## src/rtl/ahbl_excl_monitor.sv

```systemverilog
// AHB-Lite exclusive-access monitor: one reservation per master, failing exclusive
// writes are turned into IDLE towards the slave and answered locally with OKAY.
module ahbl_excl_monitor #(
    parameter int W_ADDR    = 32,
    parameter int W_DATA    = 32,
    parameter int N_MASTERS = 2,
    parameter int W_GRANULE = 2
) (
    input  logic              clk,
    input  logic              rst_n,
    input  logic              src_hready,
    output logic              src_hready_resp,
    output logic              src_hresp,
    input  logic [W_ADDR-1:0] src_haddr,
    input  logic              src_hwrite,
    input  logic [1:0]        src_htrans,
    input  logic [2:0]        src_hsize,
    input  logic [2:0]        src_hburst,
    input  logic [3:0]        src_hprot,
    input  logic              src_hmastlock,
    input  logic [W_DATA-1:0] src_hwdata,
    output logic [W_DATA-1:0] src_hrdata,
    input  logic              src_hexcl,
    input  logic [7:0]        src_hmaster,
    output logic              src_hexokay,
    output logic              dst_hready,
    input  logic              dst_hready_resp,
    input  logic              dst_hresp,
    output logic [W_ADDR-1:0] dst_haddr,
    output logic              dst_hwrite,
    output logic [1:0]        dst_htrans,
    output logic [2:0]        dst_hsize,
    output logic [2:0]        dst_hburst,
    output logic [3:0]        dst_hprot,
    output logic              dst_hmastlock,
    output logic [W_DATA-1:0] dst_hwdata,
    input  logic [W_DATA-1:0] dst_hrdata
);
    localparam int         W_IDX  = (N_MASTERS > 1) ? $clog2(N_MASTERS) : 1;
    localparam int         W_GRAN = W_ADDR - W_GRANULE;
    localparam logic [8:0] N_M    = 9'(N_MASTERS);

    logic [N_MASTERS-1:0] res_valid_q, res_valid_d, res_valid_eff, clr_now;
    logic [W_GRAN-1:0]    res_gran_q [N_MASTERS];
    logic [W_GRAN-1:0]    res_gran_d [N_MASTERS];

    logic              dph_valid_q, dph_valid_d;
    logic              dph_supp_q, dph_supp_d;
    logic              dph_excl_q, dph_excl_d;
    logic              dph_write_q, dph_write_d;
    logic [7:0]        dph_master_q, dph_master_d;
    logic [W_GRAN-1:0] dph_gran_q, dph_gran_d;

    logic [W_GRAN-1:0] a_gran;
    logic [W_IDX-1:0]  a_idx, d_idx;
    logic              a_mok, d_mok, a_match, excl_fail_a;
    logic              dph_done, dph_okay;

    assign a_gran = src_haddr[W_ADDR-1:W_GRANULE];
    assign a_idx  = src_hmaster[W_IDX-1:0];
    assign a_mok  = {1'b0, src_hmaster} < N_M;
    assign d_idx  = dph_master_q[W_IDX-1:0];
    assign d_mok  = {1'b0, dph_master_q} < N_M;

    // Suppressed phases answer locally; an idle data phase always reads as ready/OKAY.
    always_comb begin
        src_hready_resp = dst_hready_resp;
        src_hresp       = dst_hresp;
        if (!dph_valid_q || dph_supp_q) begin
            src_hready_resp = 1'b1;
            src_hresp       = 1'b0;
        end
    end

    assign dph_done    = dph_valid_q && src_hready_resp;
    assign dph_okay    = !src_hresp;
    assign src_hexokay = dph_valid_q && dph_excl_q && !dph_supp_q && !dst_hresp && src_hready_resp;

    // Clear mask of the write completing this cycle, forwarded into the address check.
    always_comb begin
        clr_now = '0;
        if (dph_done && dph_write_q) begin
            if (dph_supp_q) begin
                if (d_mok) clr_now[d_idx] = 1'b1;
            end else if (dph_okay) begin
                for (int i = 0; i < N_MASTERS; i++) begin
                    if (res_gran_q[i] == dph_gran_q) clr_now[i] = 1'b1;
                end
            end
        end
    end

    assign res_valid_eff = res_valid_q & ~clr_now;
    assign a_match       = a_mok && res_valid_eff[a_idx] && (res_gran_q[a_idx] == a_gran);
    assign excl_fail_a   = src_htrans[1] && src_hexcl && src_hwrite && !a_match;

    assign dst_htrans    = excl_fail_a ? 2'b00 : src_htrans;
    assign dst_hready    = src_hready;
    assign dst_haddr     = src_haddr;
    assign dst_hwrite    = src_hwrite;
    assign dst_hsize     = src_hsize;
    assign dst_hburst    = src_hburst;
    assign dst_hprot     = src_hprot;
    assign dst_hmastlock = src_hmastlock;
    assign dst_hwdata    = src_hwdata;
    assign src_hrdata    = dst_hrdata;

    always_comb begin
        res_valid_d = res_valid_eff;
        res_gran_d  = res_gran_q;
        if (dph_done && dph_excl_q && !dph_write_q && dph_okay && d_mok) begin
            res_valid_d[d_idx] = 1'b1;
            res_gran_d[d_idx]  = dph_gran_q;
        end
    end

    always_comb begin
        dph_valid_d  = dph_valid_q;
        dph_supp_d   = dph_supp_q;
        dph_excl_d   = dph_excl_q;
        dph_write_d  = dph_write_q;
        dph_master_d = dph_master_q;
        dph_gran_d   = dph_gran_q;
        if (src_hready) begin
            dph_valid_d  = src_htrans[1];
            dph_supp_d   = excl_fail_a;
            dph_excl_d   = src_htrans[1] && src_hexcl;
            dph_write_d  = src_hwrite;
            dph_master_d = src_hmaster;
            dph_gran_d   = a_gran;
        end
    end

    always_ff @(posedge clk or negedge rst_n) begin
        if (!rst_n) begin
            res_valid_q  <= '0;
            for (int i = 0; i < N_MASTERS; i++) res_gran_q[i] <= '0;
            dph_valid_q  <= 1'b0;
            dph_supp_q   <= 1'b0;
            dph_excl_q   <= 1'b0;
            dph_write_q  <= 1'b0;
            dph_master_q <= '0;
            dph_gran_q   <= '0;
        end else begin
            res_valid_q  <= res_valid_d;
            res_gran_q   <= res_gran_d;
            dph_valid_q  <= dph_valid_d;
            dph_supp_q   <= dph_supp_d;
            dph_excl_q   <= dph_excl_d;
            dph_write_q  <= dph_write_d;
            dph_master_q <= dph_master_d;
            dph_gran_q   <= dph_gran_d;
        end
    end
endmodule

```

## config.mk

```make
export PLATFORM = sky130hd
export DESIGN_NAME = ahbl_excl_monitor
export DESIGN_NICKNAME = d
export VERILOG_FILES = /design/src/rtl/ahbl_excl_monitor.sv
export SDC_FILE = /design/constraint.sdc
export NUM_CORES = 1
export LEC_CHECK = 0
export BUFFER_PORTS_ARGS = -buffer_cell sky130_fd_sc_hd__buf_2
export CAP_MARGIN = 20
export CORE_MARGIN = 5
export CORE_UTILIZATION = 30
export DETAILED_ROUTE_END_ITERATION = 8
export PLACE_DENSITY = 0.52
export SYNTH_ARGS = -nofsm -noshare
export SYNTH_HDL_FRONTEND = slang
export SYNTH_SLANG_ARGS = --single-unit
```

## constraint.sdc

```tcl
create_clock -name clk -period 2.1 [get_ports clk]
set_input_delay 0.21 -clock clk [delete_from_list [all_inputs] [get_ports clk]]
set_output_delay 0.21 -clock clk [all_outputs]
set_load 0.1 [all_outputs]
```

After elaboration in Yosys (flattened, before gate mapping):

Index checks and enable logic that the tools add are counted.

* logic and storage cells: 69
* flip-flop bits (word level): 104
* output and inout bits: 114

* eq/ne operators: 3
* order comparisons: 8
* bitwise logic cells: 5
* multiplexer cells: 20
* reductions and logical operators: 24

Operators by type and width (count)
* two-way mux 30 bit: 4
* == test 30 bit: 3
* bitwise mux 60 bit: 1
* demux 30 bit (select 1 bit): 1
* logical AND 1 bit: 17
* less-than comparator 8 x 2 -> 1 bit, second input constant: 2
* two-way mux 2 bit: 6
* two-way mux 1 bit: 7
* zero test 1 bit: 6
* >= comparator 2 bit, second input constant: 2
* less-than comparator 1 x 2 -> 1 bit, second input constant: 2
* inverter 1 -> 2 bit: 2
* bitwise AND 2 bit: 1
* less-than comparator 2 x 1 -> 1 bit, second input constant: 1
* inverter 2 bit: 1
* bitwise OR 2 bit: 1
* demux 1 bit (select 1 bit): 1
* >= comparator 1 bit, second input constant: 1
* logical OR 1 bit: 1

Longest topological paths before layout:

* word-level depth: 16
* mapped depth: 8
* mapped depth without buffers: 6

Worst setup path before layout:

Ideal clock, no wire load.

* path kind: register to output
* start: register dph_supp_q
* end: output dst_htrans[1]
* path buffers: 1
* data arrival time: 3736 ps
* data required time: 1890 ps
* stages on the path, launching flop included: 8
* setup slack: -1846 ps
* path through: dfrtp_1 > buf_2 > and3b_1 > nor4_1 > nand4_1 > o211ai_1 > a311o_1 > a31oi_1

* longest elaborated chain between the ends: 14

RTL lines
* start, declared: RTL line 48 `logic dph_supp_q, dph_supp_d;`
* start signal, assigned: RTL line 148 `dph_supp_q <= dph_supp_d;`
* logical OR 1 bit: RTL line 69 `if (!dph_valid_q || dph_supp_q) begin`
* two-way mux 1 bit: RTL line 69
* via src_hresp: RTL line 13 `output logic src_hresp,`
* two-way mux 2 bit: RTL line 85 `end else if (dph_okay) begin`
* two-way mux 2 bit: RTL line 83 `if (dph_supp_q) begin`
* two-way mux 2 bit: RTL line 82 `if (dph_done && dph_write_q) begin`
* inverter 2 bit: RTL line 93 `assign res_valid_eff = res_valid_q & ~clr_now;`
* bitwise AND 2 bit: RTL line 93
* two-way mux 1 bit (not written as such) (2 in series): RTL line 94 `assign a_match = a_mok && res_valid_eff[a_idx] && (res_gran_q[a_idx] == a_gran);`
* logical AND 1 bit (2 in series): RTL line 94
* zero test 1 bit: RTL line 95 `assign excl_fail_a = src_htrans[1] && src_hexcl && src_hwrite && !a_match;`
* logical AND 1 bit: RTL line 95
* two-way mux 2 bit: RTL line 97 `assign dst_htrans = excl_fail_a ? 2'b00 : src_htrans;`
* end, declared: RTL line 31 `output logic [1:0] dst_htrans,`

The timed path passes the listed nets, and every way through them passes these cells. The select of a mux whose other input is x is not followed.

Worst setup path after layout:

* start: register dph_gran_q[9]
* end: output dst_htrans[0]

* longest elaborated chain between the ends: 14

RTL lines
* start, declared: RTL line 52 `logic [W_GRAN-1:0] dph_gran_q, dph_gran_d;`
* start signal, assigned: RTL line 152 `dph_gran_q <= dph_gran_d;`
* == test 30 bit: RTL line 87 `if (res_gran_q[i] == dph_gran_q) clr_now[i] = 1'b1;`
* two-way mux 1 bit: RTL line 87
* two-way mux 2 bit (*): RTL line 85
* two-way mux 2 bit (*): RTL line 83
* two-way mux 2 bit (*): RTL line 82
* inverter 2 bit (*): RTL line 93
* bitwise AND 2 bit (*): RTL line 93
* two-way mux 1 bit (not written as such) (*) (2 in series): RTL line 94
* logical AND 1 bit (*) (2 in series): RTL line 94
* zero test 1 bit (*): RTL line 95
* logical AND 1 bit (*): RTL line 95
* two-way mux 2 bit (*): RTL line 97

Every way passes the cells marked *; elsewhere a longest branch is shown, timed or not. The select of a mux whose other input is x is not followed.

==> flow_summary.toml <==
[cts]
path_clk_slew_ns = 0.07
cts_tree = "yes"
cts-root-buf = "clkbuf_16"
htreeDepth = 3
cts.sinks = 104
insertion_delay_ns = 0.36
numCtsBuffers = 9
clk_path_buf_depth = 2

[synthesis]
synthCells = 528
yosysSeqAreaShare_pct = 42.1
yosys_warnings = 0
ys.flop_type = "dfrtp_1"
ys_types = 32
syn-num-nets = 652
avgSynthCellArea_um2 = 11.7
synth_edf_count = 0
async_flop_share_pct = 100
syn_area_mm2 = 0.00618
synth-seq-cells = 104

[die]
rows = 52
die_area_mm2 = 0.0236
initial_core_util_pct = 30.6
die_y_um = 154
core_area_mm2 = 0.0202
io_pins = 238
die_w_um = 154

[drt]
drt_pre_antenna_iters = 4
ant_nets = 0
wl_met2_um = 8850
drt_wl_total_um = 17700
vias_per_cell = 4.66
drtIter0Drc = 134
wl_met1_um = 6900
drc_errors = 0
met3WireLength_um = 1330
dr_total_vias = 3920
wl_per_cell_um = 21.0
routed.top_layer = "met4"

[layout]
nets = 690
layout-drive-gt1-share_pct = 50.4
syn_to_final_growth_pct = 16.6
layout_common_cells = "dfrtp_1, mux2_2, buf_2"
diodes = 0
final_common_cell = "dfrtp_1"

[worst_setup_path]
r2r_cells = 7
path_cells = "xor2_1 > nor3_1 > nand4_1 > o31ai_1 > a311o_2 > a41oi_4 > buf_12"
critPathSlowestCell = "dfrtp_1"
path_buf_inv = 1
rrSetupSlack_ns = 0.02
cp-end-kind = "primary output"
cpPeakStageDelay_ns = 0.43
r2r-end = "res_valid_q[1]$_DFF_PN0_"
crit_path_start_kind = "flip-flop"
crit_fanout = 4
path_class = "reg2out"
path_delay_family = "compound AO/OA/AOI/OAI gates"
critPathRequiredTime_ns = 1.89
reg2reg_from = "dph_gran_q[9]$_DFFE_PN0P_"
arrival_ns = 2.49
cp.depth = 7

[placement]
routabilityCongestion = 0.831
port_buffers = 83
post-dp-hpwl_um = 13600
detailedPlace.worstSlack_ns = -0.535

[global_routing]
antenna_found_initial = 0
grt-ovfl-total = 0
grt_pass1_vias = 4255
grt_pass1_wl_um = 26100
grt_max_degree = 47
grt_use_total_pct = 14.7

[pwr]
power_density_mw_per_mm2 = 683
peakVddDrop_mv = 0.381
p_leak_nw = 3.44

[sta]
min_period_ns = 2.70
tightestPinTransition_ns = 0.511
hold_viol_final = 0
maxSlewHeadroom_pct = 65.9
max_freq_mhz = 371
rsz0062_at_grt = "true"
setup-violations-final = 2
slew_viol_final = 0
setup_ws_ns = -0.599
setup_tns_ns = -1.15
fin_skew_ns = 0.00810
min_period_over_period_pct = 129

[status]
violations = "negative setup slack"
status = "finished with violations"

[min_path]
hold_path_depth = 2
min_from = "src_hmaster[1]"
hold_class = "in2reg"
holdPathEnd = "dph_master_q[1]$_DFFE_PN0P_"

[flow_run]
max_cap_violations = 0
## layout make-up
type,instances,area (µm²)
fillers,1998,13000
multi-input cells,293,2850
flip-flops and latches,104,2600
repair buffers,152,1090
well taps,270,338
clock buffers,10,239
clock inverters,6,68.8
inverters,6,26.3
## synth_stat cells (all sizes together), types with 2 or more instances
| library cell | n | area [µm²] |
|---|---|---|
| buf | 120 | 891 |
| clkbuf | 5 | 18.8 |
| dfrtp | 104 | 2600 |
| inv | 6 | 22.5 |
| mux2 | 99 | 1110 |
| mux2i | 30 | 300 |
| nand2 | 6 | 22.5 |
| nand2b | 2 | 12.5 |
| nand3 | 5 | 25.0 |
| nand4 | 7 | 43.8 |
| nor2 | 4 | 15.0 |
| nor3 | 8 | 40.0 |
| nor4 | 23 | 144 |
| o211ai | 2 | 15.0 |
| o21ai | 5 | 25.0 |
| xnor2 | 30 | 263 |
| xor2 | 60 | 526 |
## sequential cells by signal, summed over array words and instances (netlist names)
signal        flops
dph_valid_q       1
res_valid_q       2
dph_supp_q        1
dph_excl_q        1
dph_gran_q       30
dph_write_q       1
dph_master_q      8
res_gran_q       60
## worst register-to-register path: cells and delay by family, from the launching register on
kind,cells,cell delay (ns)
AOI/OAI and AO/OA,3,0.56
xor gates and xnor gates,1,0.18
buffers and inverters,1,0.19
DFF,1,0.43
and+or+nand+nor,2,0.61
## cells by family (layout without fill, tap and decap cells)
kind of cell / after synthesis / after routing / share of synthesized area [%]
buffers and inverters: 131 / 174 / 15.1
muxes: 129 / 129 / 22.9
DFF: 104 / 104 / 42.1
xor gates and xnor gates: 90 / 90 / 12.7
and+or+nand+nor: 58 / 58 / 5.24
AOI/OAI and AO/OA: 16 / 16 / 1.96
## report_power, final
| group | internal [W] | total [W] | switching, W |
|---|---|---|---|
| sequential | 0.00210 | 0.00220 | 0.0000978 |
| combinational | 0.000355 | 0.000981 | 0.000626 |
| clock | 0.000962 | 0.00175 | 0.000787 |
## worst max path at each step
| stage | start | to | slack, ns |
|---|---|---|---|
| 6_report | dph_gran_q[9]$_DFFE_PN0P_ | dst_htrans[0] | -0.60 |
| 5_1_grt | dph_gran_q[10]$_DFFE_PN0P_ | dst_htrans[0] | -0.75 |
| 4_1_cts | res_gran_q[23]$_DFFE_PN0P_ | dst_htrans[1] | -0.65 |
| 3_5_place_dp | dph_gran_q[21]$_DFFE_PN0P_ | dst_htrans[0] | -0.53 |
| 3_3_place_gp | dph_gran_q[21]$_DFFE_PN0P_ | dst_htrans[0] | -0.51 |
| 2_1_floorplan | dph_supp_q$_DFFE_PN0P_ | dst_htrans[1] | -0.42 |
## stage by stage
step | hold slack, ns | cells | cell area (µm²) | power [W] | util (%)
floorplan | -0.0856 | 528 | 6260 | 0.00355 | -
finish | 0.108 | 841 | 7210 | 0.00493 | 35.6
CTS | 0.0921 | 840 | 7110 | 0.00499 | 35.2
global route | 0.0994 | 841 | 7210 | 0.00512 | 35.6
detailed placement | 0.219 | 819 | 6640 | 0.00320 | 32.8
global placement | 0.211 | 819 | 6640 | 0.00318 | 32.8
## per-layer routing
layer  up-vias  global-route usage, %
met1      1917                   17.3
met4         0                   5.34
li1       1794                      -
met3        64                   4.53
met2       145                   25.5
met5         -                  0.207
## what timing repair did
action | CTS | global route
buffers inserted | 3 | 2
gates resized for setup | 17 | 21
hold buffers | 1 | 0
cloned | 2 | 0
pin swaps | 9 | 8
endpoints found under the hold margin | 35 | 0
setup endpoints to repair | 34 | 26
No activity file was read; power rests on OpenSTA's default activity.
